`src/rtl/cpu_pkg.sv`:
```
// Shared definitions for the multi-cycle 16-bit CPU: FSM state encoding,
// opcode constants and instruction width.
package cpu_pkg;

  localparam int unsigned INSTR_W = 16;

  // Encoding is visible on state_out, so the values are fixed.
  typedef enum logic [2:0] {
    StIdle   = 3'd0,
    StFetch  = 3'd1,
    StDecode = 3'd2,
    StExec   = 3'd3,
    StMem    = 3'd4,
    StWb     = 3'd5,
    StHalt   = 3'd6
  } state_e;

  localparam logic [3:0] OP_LOAD  = 4'b0000;
  localparam logic [3:0] OP_STORE = 4'b0001;
  localparam logic [3:0] OP_CMP0  = 4'b1011;
  localparam logic [3:0] OP_CMP1  = 4'b1100;
  localparam logic [3:0] OP_JMP   = 4'b1110;
  localparam logic [3:0] OP_HLT   = 4'b1111;

  function automatic logic [3:0] opcode_of(input logic [INSTR_W-1:0] instr);
    return instr[INSTR_W-1:INSTR_W-4];
  endfunction

endpackage

```
`src/rtl/instr_sequencer.sv`:
```
// Multi-cycle control sequencer for the 16-bit, 4-register datapath.
// Fetches over an imem req/ack handshake into the IR, then walks
// DECODE -> EXEC -> [MEM] -> [WB]. Owns PC, JMP/HLT handling and the
// retired-instruction counter. All reqs/strobes are Moore outputs.
//
// Ports:
//   clk, rst_n        clock, synchronous active-low reset
//   start             level; leaves IDLE when high
//   imem_req/addr/ack instruction fetch handshake, instr_in fetched word
//   ir_out            latched instruction to the external decoder
//   dec_regwrite/memwrite/memtoreg  decoder controls for ir_out
//   dmem_req/we/ack   data memory handshake
//   rf_we             single-cycle register-file write strobe
//   pc_out, state_out, halted, retired  status
module instr_sequencer
  import cpu_pkg::*;
#(
  parameter int unsigned PC_W  = 8,
  parameter int unsigned CNT_W = 16
) (
  input  logic               clk,
  input  logic               rst_n,
  input  logic               start,
  output logic               imem_req,
  output logic [PC_W-1:0]    imem_addr,
  input  logic               imem_ack,
  input  logic [INSTR_W-1:0] instr_in,
  output logic [INSTR_W-1:0] ir_out,
  input  logic               dec_regwrite,
  input  logic               dec_memwrite,
  input  logic               dec_memtoreg,
  output logic               dmem_req,
  output logic               dmem_we,
  input  logic               dmem_ack,
  output logic               rf_we,
  output logic [PC_W-1:0]    pc_out,
  output logic [2:0]         state_out,
  output logic               halted,
  output logic [CNT_W-1:0]   retired
);

  state_e             state_q, state_d;
  logic [PC_W-1:0]    pc_q, pc_d;
  logic [INSTR_W-1:0] ir_q, ir_d;
  logic [CNT_W-1:0]   retired_q, retired_d;
  logic               retire;
  logic [7:0]         jmp_field;
  logic [PC_W-1:0]    jmp_target;
  logic [3:0]         opcode;

  assign opcode    = opcode_of(ir_q);
  assign jmp_field = ir_q[7:0];
  // Jump target field is 8 bits; zero-extended (or truncated) to the PC width.
  assign jmp_target = PC_W'(jmp_field);

  always_ff @(posedge clk) begin
    if (!rst_n) begin
      state_q   <= StIdle;
      pc_q      <= '0;
      ir_q      <= '0;
      retired_q <= '0;
    end else begin
      state_q   <= state_d;
      pc_q      <= pc_d;
      ir_q      <= ir_d;
      retired_q <= retired_d;
    end
  end

  always_comb begin
    state_d = state_q;
    pc_d    = pc_q;
    ir_d    = ir_q;
    retire  = 1'b0;
    unique case (state_q)
      StIdle: begin
        if (start) state_d = StFetch;
      end
      StFetch: begin
        if (imem_ack) begin
          ir_d    = instr_in;
          pc_d    = pc_q + PC_W'(1);
          state_d = StDecode;
        end
      end
      StDecode: begin
        if (opcode == OP_HLT) begin
          state_d = StHalt;
        end else if (opcode == OP_JMP) begin
          pc_d    = jmp_target;
          retire  = 1'b1;
          state_d = StFetch;
        end else begin
          state_d = StExec;
        end
      end
      StExec: begin
        if (dec_memwrite || dec_memtoreg) begin
          state_d = StMem;
        end else if (dec_regwrite) begin
          state_d = StWb;
        end else begin
          retire  = 1'b1;
          state_d = StFetch;
        end
      end
      StMem: begin
        if (dmem_ack) begin
          if (dec_memtoreg) begin
            state_d = StWb;
          end else begin
            retire  = 1'b1;
            state_d = StFetch;
          end
        end
      end
      StWb: begin
        retire  = 1'b1;
        state_d = StFetch;
      end
      StHalt: begin
        state_d = StHalt;
      end
      default: begin
        state_d = StIdle;
      end
    endcase
    retired_d = retired_q + CNT_W'(retire);
  end

  assign imem_req  = (state_q == StFetch);
  assign imem_addr = pc_q;
  assign dmem_req  = (state_q == StMem);
  assign dmem_we   = (state_q == StMem) && dec_memwrite;
  assign rf_we     = (state_q == StWb);
  assign halted    = (state_q == StHalt);
  assign ir_out    = ir_q;
  assign pc_out    = pc_q;
  assign state_out = state_q;
  assign retired   = retired_q;

endmodule

```
`config.mk`:
```
export PLATFORM = sky130hd
export DESIGN_NAME = instr_sequencer
export DESIGN_NICKNAME = d
export VERILOG_FILES = /design/src/rtl/cpu_pkg.sv /design/src/rtl/instr_sequencer.sv
export SDC_FILE = /design/constraint.sdc
export NUM_CORES = 1
export LEC_CHECK = 0
export CORE_ASPECT_RATIO = 1.5
export CORE_UTILIZATION = 35
export CTS_CLUSTER_SIZE = 28
export DETAILED_ROUTE_END_ITERATION = 7
export GPL_TIMING_DRIVEN = 1
export PLACE_DENSITY = 0.63
export REMOVE_ABC_BUFFERS = 1
export SLEW_MARGIN = 15
export SYNTH_ARGS = -nofsm -noshare
export SYNTH_HDL_FRONTEND = slang
export SYNTH_SLANG_ARGS = --single-unit
```
`constraint.sdc`:
```
create_clock -name clk -period 2.8 [get_ports clk]
set_clock_uncertainty 0.05 [all_clocks]
set_input_delay 0.56 -clock clk [delete_from_list [all_inputs] [get_ports clk]]
set_output_delay 0.56 -clock clk [all_outputs]
set_load 0.02 [all_outputs]
```
==> metrics.md, run 1 <==
| Metric | Value |
|---|---|
| Status | `finished clean` |
| CP Data Required Time | `2.97 ns` |
| Clk sinks | `43` |
| Clk slew on worst S/H paths | `0.08 ns` |
| PD cells | `429 mW/mm²` |
| Die area | `0.00632 mm²` |
| Share of cells above drive strength 1 | `0.0965` |
| Initial antenna violation count | `0` |
| Tmin final | `2.72 ns` |
| CTS H-tree lvls | `2` |
| CTS tree | `yes` |
| Reg2reg end | `retired[14]` |
| Drt wl/cell | `13.1 µm` |
| Drt total wl | `5.41 mm` |
| Hold slack | `0.404 ns` |
| Worst r2r src | `ir_out[12]` |
| CP Capture Type | `flip-flop` |
| CP dominant cell by count | `nand2_1` |
| CTS Buffer Depth | `2` |
| Flop2flop setup slack | `0.49 ns` |
| Crit Path Class | `input port to flip-flop` |
| Final hold vios | `0` |
| Placed cells | `406` |
| Hold_buf cts | `0` |
| Worst vdd ir | `0.315 mV` |
| Core area | `0.00579 mm²` |
| Cells after synthesis | `262` |
| FF-to-FF path depth | `10` |
| Max incr delay on CP | `0.45 ns` |
| Hold path endpoint | `ir_out[11]` |
| Top Family by Delay on Critical Path | `simple AND/OR/NAND/NOR gates` |
| Worst path cell trace | `clkdlybuf4s50_1 -> or3_4 -> mux2i_1 -> nand2_1 -> o22ai_2 -> ha_2 -> buf_4 -> ha_1 -> nand2_1 -> or4_1 -> a21oi_2` |
| N_diodes | `0` |
| Worst rel slew slack | `0.551` |
| Input/output buffers | `79` |
| IO Count | `80` |
| Slew @ Worst Pin | `0.672 ns` |
| Synth top area cells | `dfxtp_1 (41%), nand2_1 (8.8%), a21oi_1 (6.7%), nor2_1 (3.8%), xor2_1 (3.3%)` |
| GRT overflow | `0` |
| Final total negative setup slack | `0 ns` |
| Clock latency at the later pin of the worst-skew pair | `0.29 ns` |
| Ys async rst share | `0` |
| Highest clock rate | `368 MHz` |
| Overall Global Routing Usage | `0.181` |
| CP Max Fanout | `4` |
| Critical Path AT | `2.89 ns` |
| Vias in the first global route | `1932` |
| FF+latch count, synth | `43` |
| Final Cell Area | `0.00309 mm²` |
| Inserted Clock Buffers | `5` |
| Post-DP Area | `0.00296 mm²` |
| CP startpoint kind | `input port` |
| P_leak | `1.07 nW` |
| Layout area overhead | `47.2%` |
| Fin cells | `414` |
| Final HPWL DP | `3.98 mm` |
| MaxCap Viol Count | `0` |
| Largest net degree at the start of global routing | `38` |
| DR vias | `2096` |
| Worst hold stages | `2` |
| Post-route DRC | `0` |
| Hold_sp | `ir_out[11]` |
| Seq/Total Area, Yosys | `0.410` |
| Drt pass-1 iters | `4` |
| Pre-CTS setup slack | `-0.255 ns` |
| Final nets | `369` |
| Final worst slack | `0.0833 ns` |
| Die height | `96.9 µm` |
| Cell Area, Synth | `0.00210 mm²` |
| Crit-path slowest cell | `or4_1` |
| Rows | `34` |
| Via-to-Cell Ratio | `5.06` |
| Number of flops mapped to enable cells by yosys | `0` |
| Root Driver | `clkbuf_8` |
| Leading area contributor after synthesis | `dfxtp_1` |
| Gp weighted congestion | `0.794` |
| Routed Antenna Nets | `0` |
| Final setup viols | `0` |
| Period Utilization, post-route | `0.970` |
| Max Transition Viols Final | `0` |
| Top_reg_cell synth | `dfxtp_1` |
| Most frequent cell after synthesis | `nand2_1` |
| Yosys Warn Count | `0` |
| Synth top area share | `0.410` |
| First-pass GRT wire length | `8.88 mm` |
| WP buf/inv | `2` |
| Synth cell count leaders | `nand2_1 (49), dfxtp_1 (43), a21oi_1 (28)` |
| Iter 0 DRT Violations | `93` |
| Worst hold path class | `flip-flop to flip-flop` |
| Post-Syn Area per Cell | `8.01 µm²` |
| Starting Density | `0.363` |
| Yosys cell types | `47` |
| Die Width | `65.2 µm` |
-- final cells by class --
cell class / instances / area (µm²)
Fill cell: 595 / 2700
Multi-Input combinational cell: 194 / 1120
Timing Repair Buffer: 93 / 898
Sequential cell: 43 / 861
Clock buffer: 7 / 96.3
Tap cell: 72 / 90.1
Inverter: 4 / 15.0
Clock inverter: 1 / 7.51
-- through the flow --
stage	total power, mW	utilization
floorplan	0.779	-
global placement	0.904	0.512
detailed placement	0.904	0.512
CTS	1.34	0.530
global route	1.39	0.534
finish	1.33	0.534
-- worst max path at each step --
stage / end / startpoint / depth (start not counted) / slack [ns]
after floorplan: retired[15] / dec_memtoreg / 9 / 0.17
after global placement: retired[15] / dec_memtoreg / 10 / -0.20
after detailed placement: retired[15] / dec_memtoreg / 10 / -0.25
after CTS: retired[15] / dec_memtoreg / 10 / 0.05
after global routing: retired[14] / dec_memwrite / 11 / -0.05
final: retired[14] / dec_regwrite / 11 / 0.08
-- logic make-up (layout without fill, tap and decap cells) --
logic type	count (synthesis)	in the layout	synth area share
and+or+nand+nor	119	119	0.282
AOI/OAI and AO/OA	58	58	0.161
DFF	43	43	0.410
buffers and inverters	25	105	0.0661
xor gates and xnor gates	11	11	0.0459
adders and majority gates	4	4	0.0238
muxes	2	2	0.0101
-- routing by layer --
| metal | vias up | routed length (µm) | GRT usage |
|---|---|---|---|
| met5 | - | 0 | 0 |
| met3 | 14 | 201 | 0.0318 |
| met2 | 63 | 2790 | 0.312 |
| met1 | 957 | 2230 | 0.198 |
| li1 | 1062 | - | - |
| met4 | 0 | 199 | 0.109 |
-- layout by cell type, fill, tap and decap left out, drive strengths merged, types with 2 or more instances in the layout --
master | Yosys | final
and2 | 6 | 6
nor3 | 2 | 2
nand2b | 3 | 3
nand2 | 49 | 49
o21a | 2 | 2
nor2 | 21 | 21
clkbuf | 5 | 7
dfxtp | 43 | 43
inv | 4 | 4
a21oi | 28 | 28
buf | 16 | 14
and3 | 3 | 3
xnor2 | 3 | 3
nand3 | 8 | 8
nor3b | 3 | 3
xor2 | 8 | 8
and4 | 2 | 2
o22ai | 3 | 3
o21ai | 15 | 15
nor4 | 4 | 4
a311oi | 2 | 2
nand4 | 8 | 8
ha | 4 | 4
or3 | 4 | 4
clkdlybuf4s50 | 0 | 78
a21o | 3 | 3
-- worst reg2reg max path, cell delays in order, from the launching register on --
cell and delay, ns:
dfxtp_1 0.34, nand4b_1 0.24, mux2i_1 0.18, nand2_1 0.08, o22ai_2 0.19, ha_2 0.20, buf_4 0.12, ha_1 0.15
nand2_1 0.07, or4_1 0.45, a21oi_2 0.18
-- power breakdown --
part	internal, mW	switching [mW]
clock	0.224	0.213
sequential	0.631	0.0210
combinational	0.115	0.122
total	0.971	0.356
-- sequential cells by signal, indices dropped and copies added (netlist names) --
| signal | cells |
|---|---|
| ir_out | 16 |
| state_out | 3 |
| retired | 16 |
| imem_addr | 8 |
-- repair_timing --
action                     in CTS  in global routing
setup endpoints to repair       0                  4
setup buffers                   0                  0
hold endpoints to repair        0                  0
gates resized for setup         0                  7
Note: power is estimated with default switching activity, not from simulation.
==> run 2, diff against run 1 <==
--- a/config.mk
+++ b/config.mk
@@ -11,6 +11,7 @@
 export DETAILED_ROUTE_END_ITERATION = 7
 export GPL_TIMING_DRIVEN = 1
 export PLACE_DENSITY = 0.63
+export RECOVER_POWER = 100
 export REMOVE_ABC_BUFFERS = 1
 export SLEW_MARGIN = 15
 export SYNTH_ARGS = -nofsm -noshare
==> run 2 against run 1 <==
Non-clock buffer count unchanged. Core utilization decreased by 0.45 points. Critical endpoint unchanged. Combinational power decreased by 5%. Register-to-register slack got worse by 0.03 ns. Via count unchanged. Clock power about the same. First-iteration DRC count decreased by 26%. Critical path depth unchanged. Flip-flop and latch count unchanged. Worst setup slack improved by 0.011 ns. Fmax increased by 0.39%. Final cell count unchanged.
==> metrics.md, run 2 (synthesized netlist as in run 1, its figures left out) <==
| Metric | Value |
|---|---|
| Status | `finished clean (unchanged)` |
| CP Capture Type | `flip-flop (unchanged)` |
| Worst vdd ir | `0.313 mV (was 0.315 mV)` |
| Final nets | `369 (unchanged)` |
| Max Transition Viols Final | `0 (unchanged)` |
| Overall Global Routing Usage | `0.181 (unchanged)` |
| CTS tree | `yes (unchanged)` |
| IO Count | `80 (unchanged)` |
| GRT overflow | `0 (unchanged)` |
| MaxCap Viol Count | `0 (unchanged)` |
| Drt total wl | `5.38 mm (was 5.41 mm)` |
| CTS Buffer Depth | `2 (unchanged)` |
| Hold_buf cts | `0 (unchanged)` |
| CP startpoint kind | `input port (unchanged)` |
| P_leak | `1.25 nW (was 1.07 nW)` |
| Die Width | `65.2 µm (unchanged)` |
| Crit Path Class | `input port to flip-flop (unchanged)` |
| Rows | `34 (unchanged)` |
| CTS H-tree lvls | `2 (unchanged)` |
| Die height | `96.9 µm (unchanged)` |
| Starting Density | `0.363 (unchanged)` |
| Largest net degree at the start of global routing | `38 (unchanged)` |
| Routed Antenna Nets | `0 (unchanged)` |
| Vias in the first global route | `1932 (unchanged)` |
| Drt pass-1 iters | `4 (unchanged)` |
| Worst hold path class | `flip-flop to flip-flop (unchanged)` |
| CP Data Required Time | `2.97 ns (about the same)` |
| Input/output buffers | `79 (unchanged)` |
| Initial antenna violation count | `0 (unchanged)` |
| Share of cells above drive strength 1 | `0.0760 (was 0.0965)` |
| Filler cell count | `597 (was 595)` |
| Post-CTS resize count | `0 (unchanged)` |
| Clk sinks | `43 (unchanged)` |
| Core area | `0.00579 mm² (unchanged)` |
| Highest clock rate | `370 MHz (was 368 MHz)` |
| Via-to-Cell Ratio | `5.06 (unchanged)` |
| Final HPWL DP | `3.98 mm (unchanged)` |
| Layout area overhead | `45.9% (was 47.2%)` |
| Most frequent cells in the layout | `dlygate4sd3_1 (57), nand2_1 (49), dfxtp_1 (43) (was clkdlybuf4s50_1 (78), nand2_1 (49), dfxtp_1 (43))` |
| Period Utilization, post-route | `0.966 (was 0.970)` |
| PD cells | `428 mW/mm² (was 429 mW/mm²)` |
| Critical Path AT | `2.88 ns (was 2.89 ns)` |
| Setup bufs post-CTS | `0 (unchanged)` |
| Root Driver | `clkbuf_8 (unchanged)` |
| Clk slew on worst S/H paths | `0.08 ns (about the same)` |
| CP Max Fanout | `4 (unchanged)` |
| Hold slack | `0.401 ns (was 0.404 ns)` |
| Iter 0 DRT Violations | `69 (was 93)` |
| Post-route DRC | `0 (unchanged)` |
| DR vias | `2096 (unchanged)` |
| Clock latency at the later pin of the worst-skew pair | `0.29 ns (about the same)` |
| Tmin final | `2.71 ns (was 2.72 ns)` |
| Drt wl/cell | `13.0 µm (was 13.1 µm)` |
| Commonest non-fill, non-tap cell in the layout | `dlygate4sd3_1 (was clkdlybuf4s50_1)` |
| Final setup viols | `0 (unchanged)` |
| Worst rel slew slack | `0.496 (was 0.551)` |
| Final total negative setup slack | `0 ns (unchanged)` |
| Slew @ Worst Pin | `0.751 ns (was 0.672 ns)` |
| First-pass GRT wire length | `8.88 mm (unchanged)` |
| Die area | `0.00632 mm² (unchanged)` |
| Final hold vios | `0 (unchanged)` |
| Inserted Clock Buffers | `5 (unchanged)` |
| N_diodes | `0 (unchanged)` |
| Gp weighted congestion | `0.794 (unchanged)` |
-- run 2: per-stage QoR --
stage          cell area [µm²]  total power, mW   util  std cells  setup slack, ns
6_report                  3060             1.31  0.530        414           0.0938
3_5_place_dp              2960            0.904  0.512        406           -0.255
3_3_place_gp              2960            0.904  0.512        406           -0.198
5_1_grt                   3060             1.37  0.530        414          -0.0491
2_1_floorplan             1980            0.779      -        241            0.168
4_1_cts                   3070             1.34  0.530        414           0.0463
-- run 2: cell type report --
| cell class | instances | area, µm² | area share |
|---|---|---|---|
| tap | 72 | 90.1 | 0.0294 |
| clock inverter | 1 | 7.51 | 0.00245 |
| inverter | 4 | 15.0 | 0.00490 |
| timing repair buffer | 93 | 883 | 0.288 |
| clock buffer | 7 | 96.3 | 0.0314 |
| multi-input combinational | 194 | 1110 | 0.363 |
| sequential | 43 | 861 | 0.281 |
-- run 2: worst max-delay path: stages --
cell and delay, ns:
clkdlybuf4s50_1 0.39, or3_4 0.37, mux2i_1 0.13, nand2_1 0.08, o22ai_2 0.18, ha_1 0.19
buf_4 0.13, ha_1 0.15, nand2_1 0.07, or4_1 0.45, a21oi_2 0.18
-- run 2: path summary, 6_finish.rpt --
check | startpoint | end | slack, ns | depth (start not counted)
worst min register to register | ir_out[11] | ir_out[11] | 0.40 | 2
worst max-delay path | dec_regwrite | retired[14] | 0.09 | 11
worst max register to register | state_out[1] | imem_addr[0] | 0.46 | 4
worst min-delay path | ir_out[11] | ir_out[11] | 0.40 | 2
-- run 2: report_power, final --
part           switching, mW  leakage (nW)  internal, mW
registers             0.0199         0.348         0.631
logic                  0.121         0.854         0.103
clock network          0.211        0.0505         0.224
-- run 2: routing by layer --
metal	share of wire	GRT usage	wire length [µm]	up-vias
met3	0.037	0.0318	197	14
met4	0.037	0.109	199	0
met5	0	0	0	-
li1	-	-	-	1066
met1	0.42	0.198	2260	953
met2	0.51	0.312	2720	63
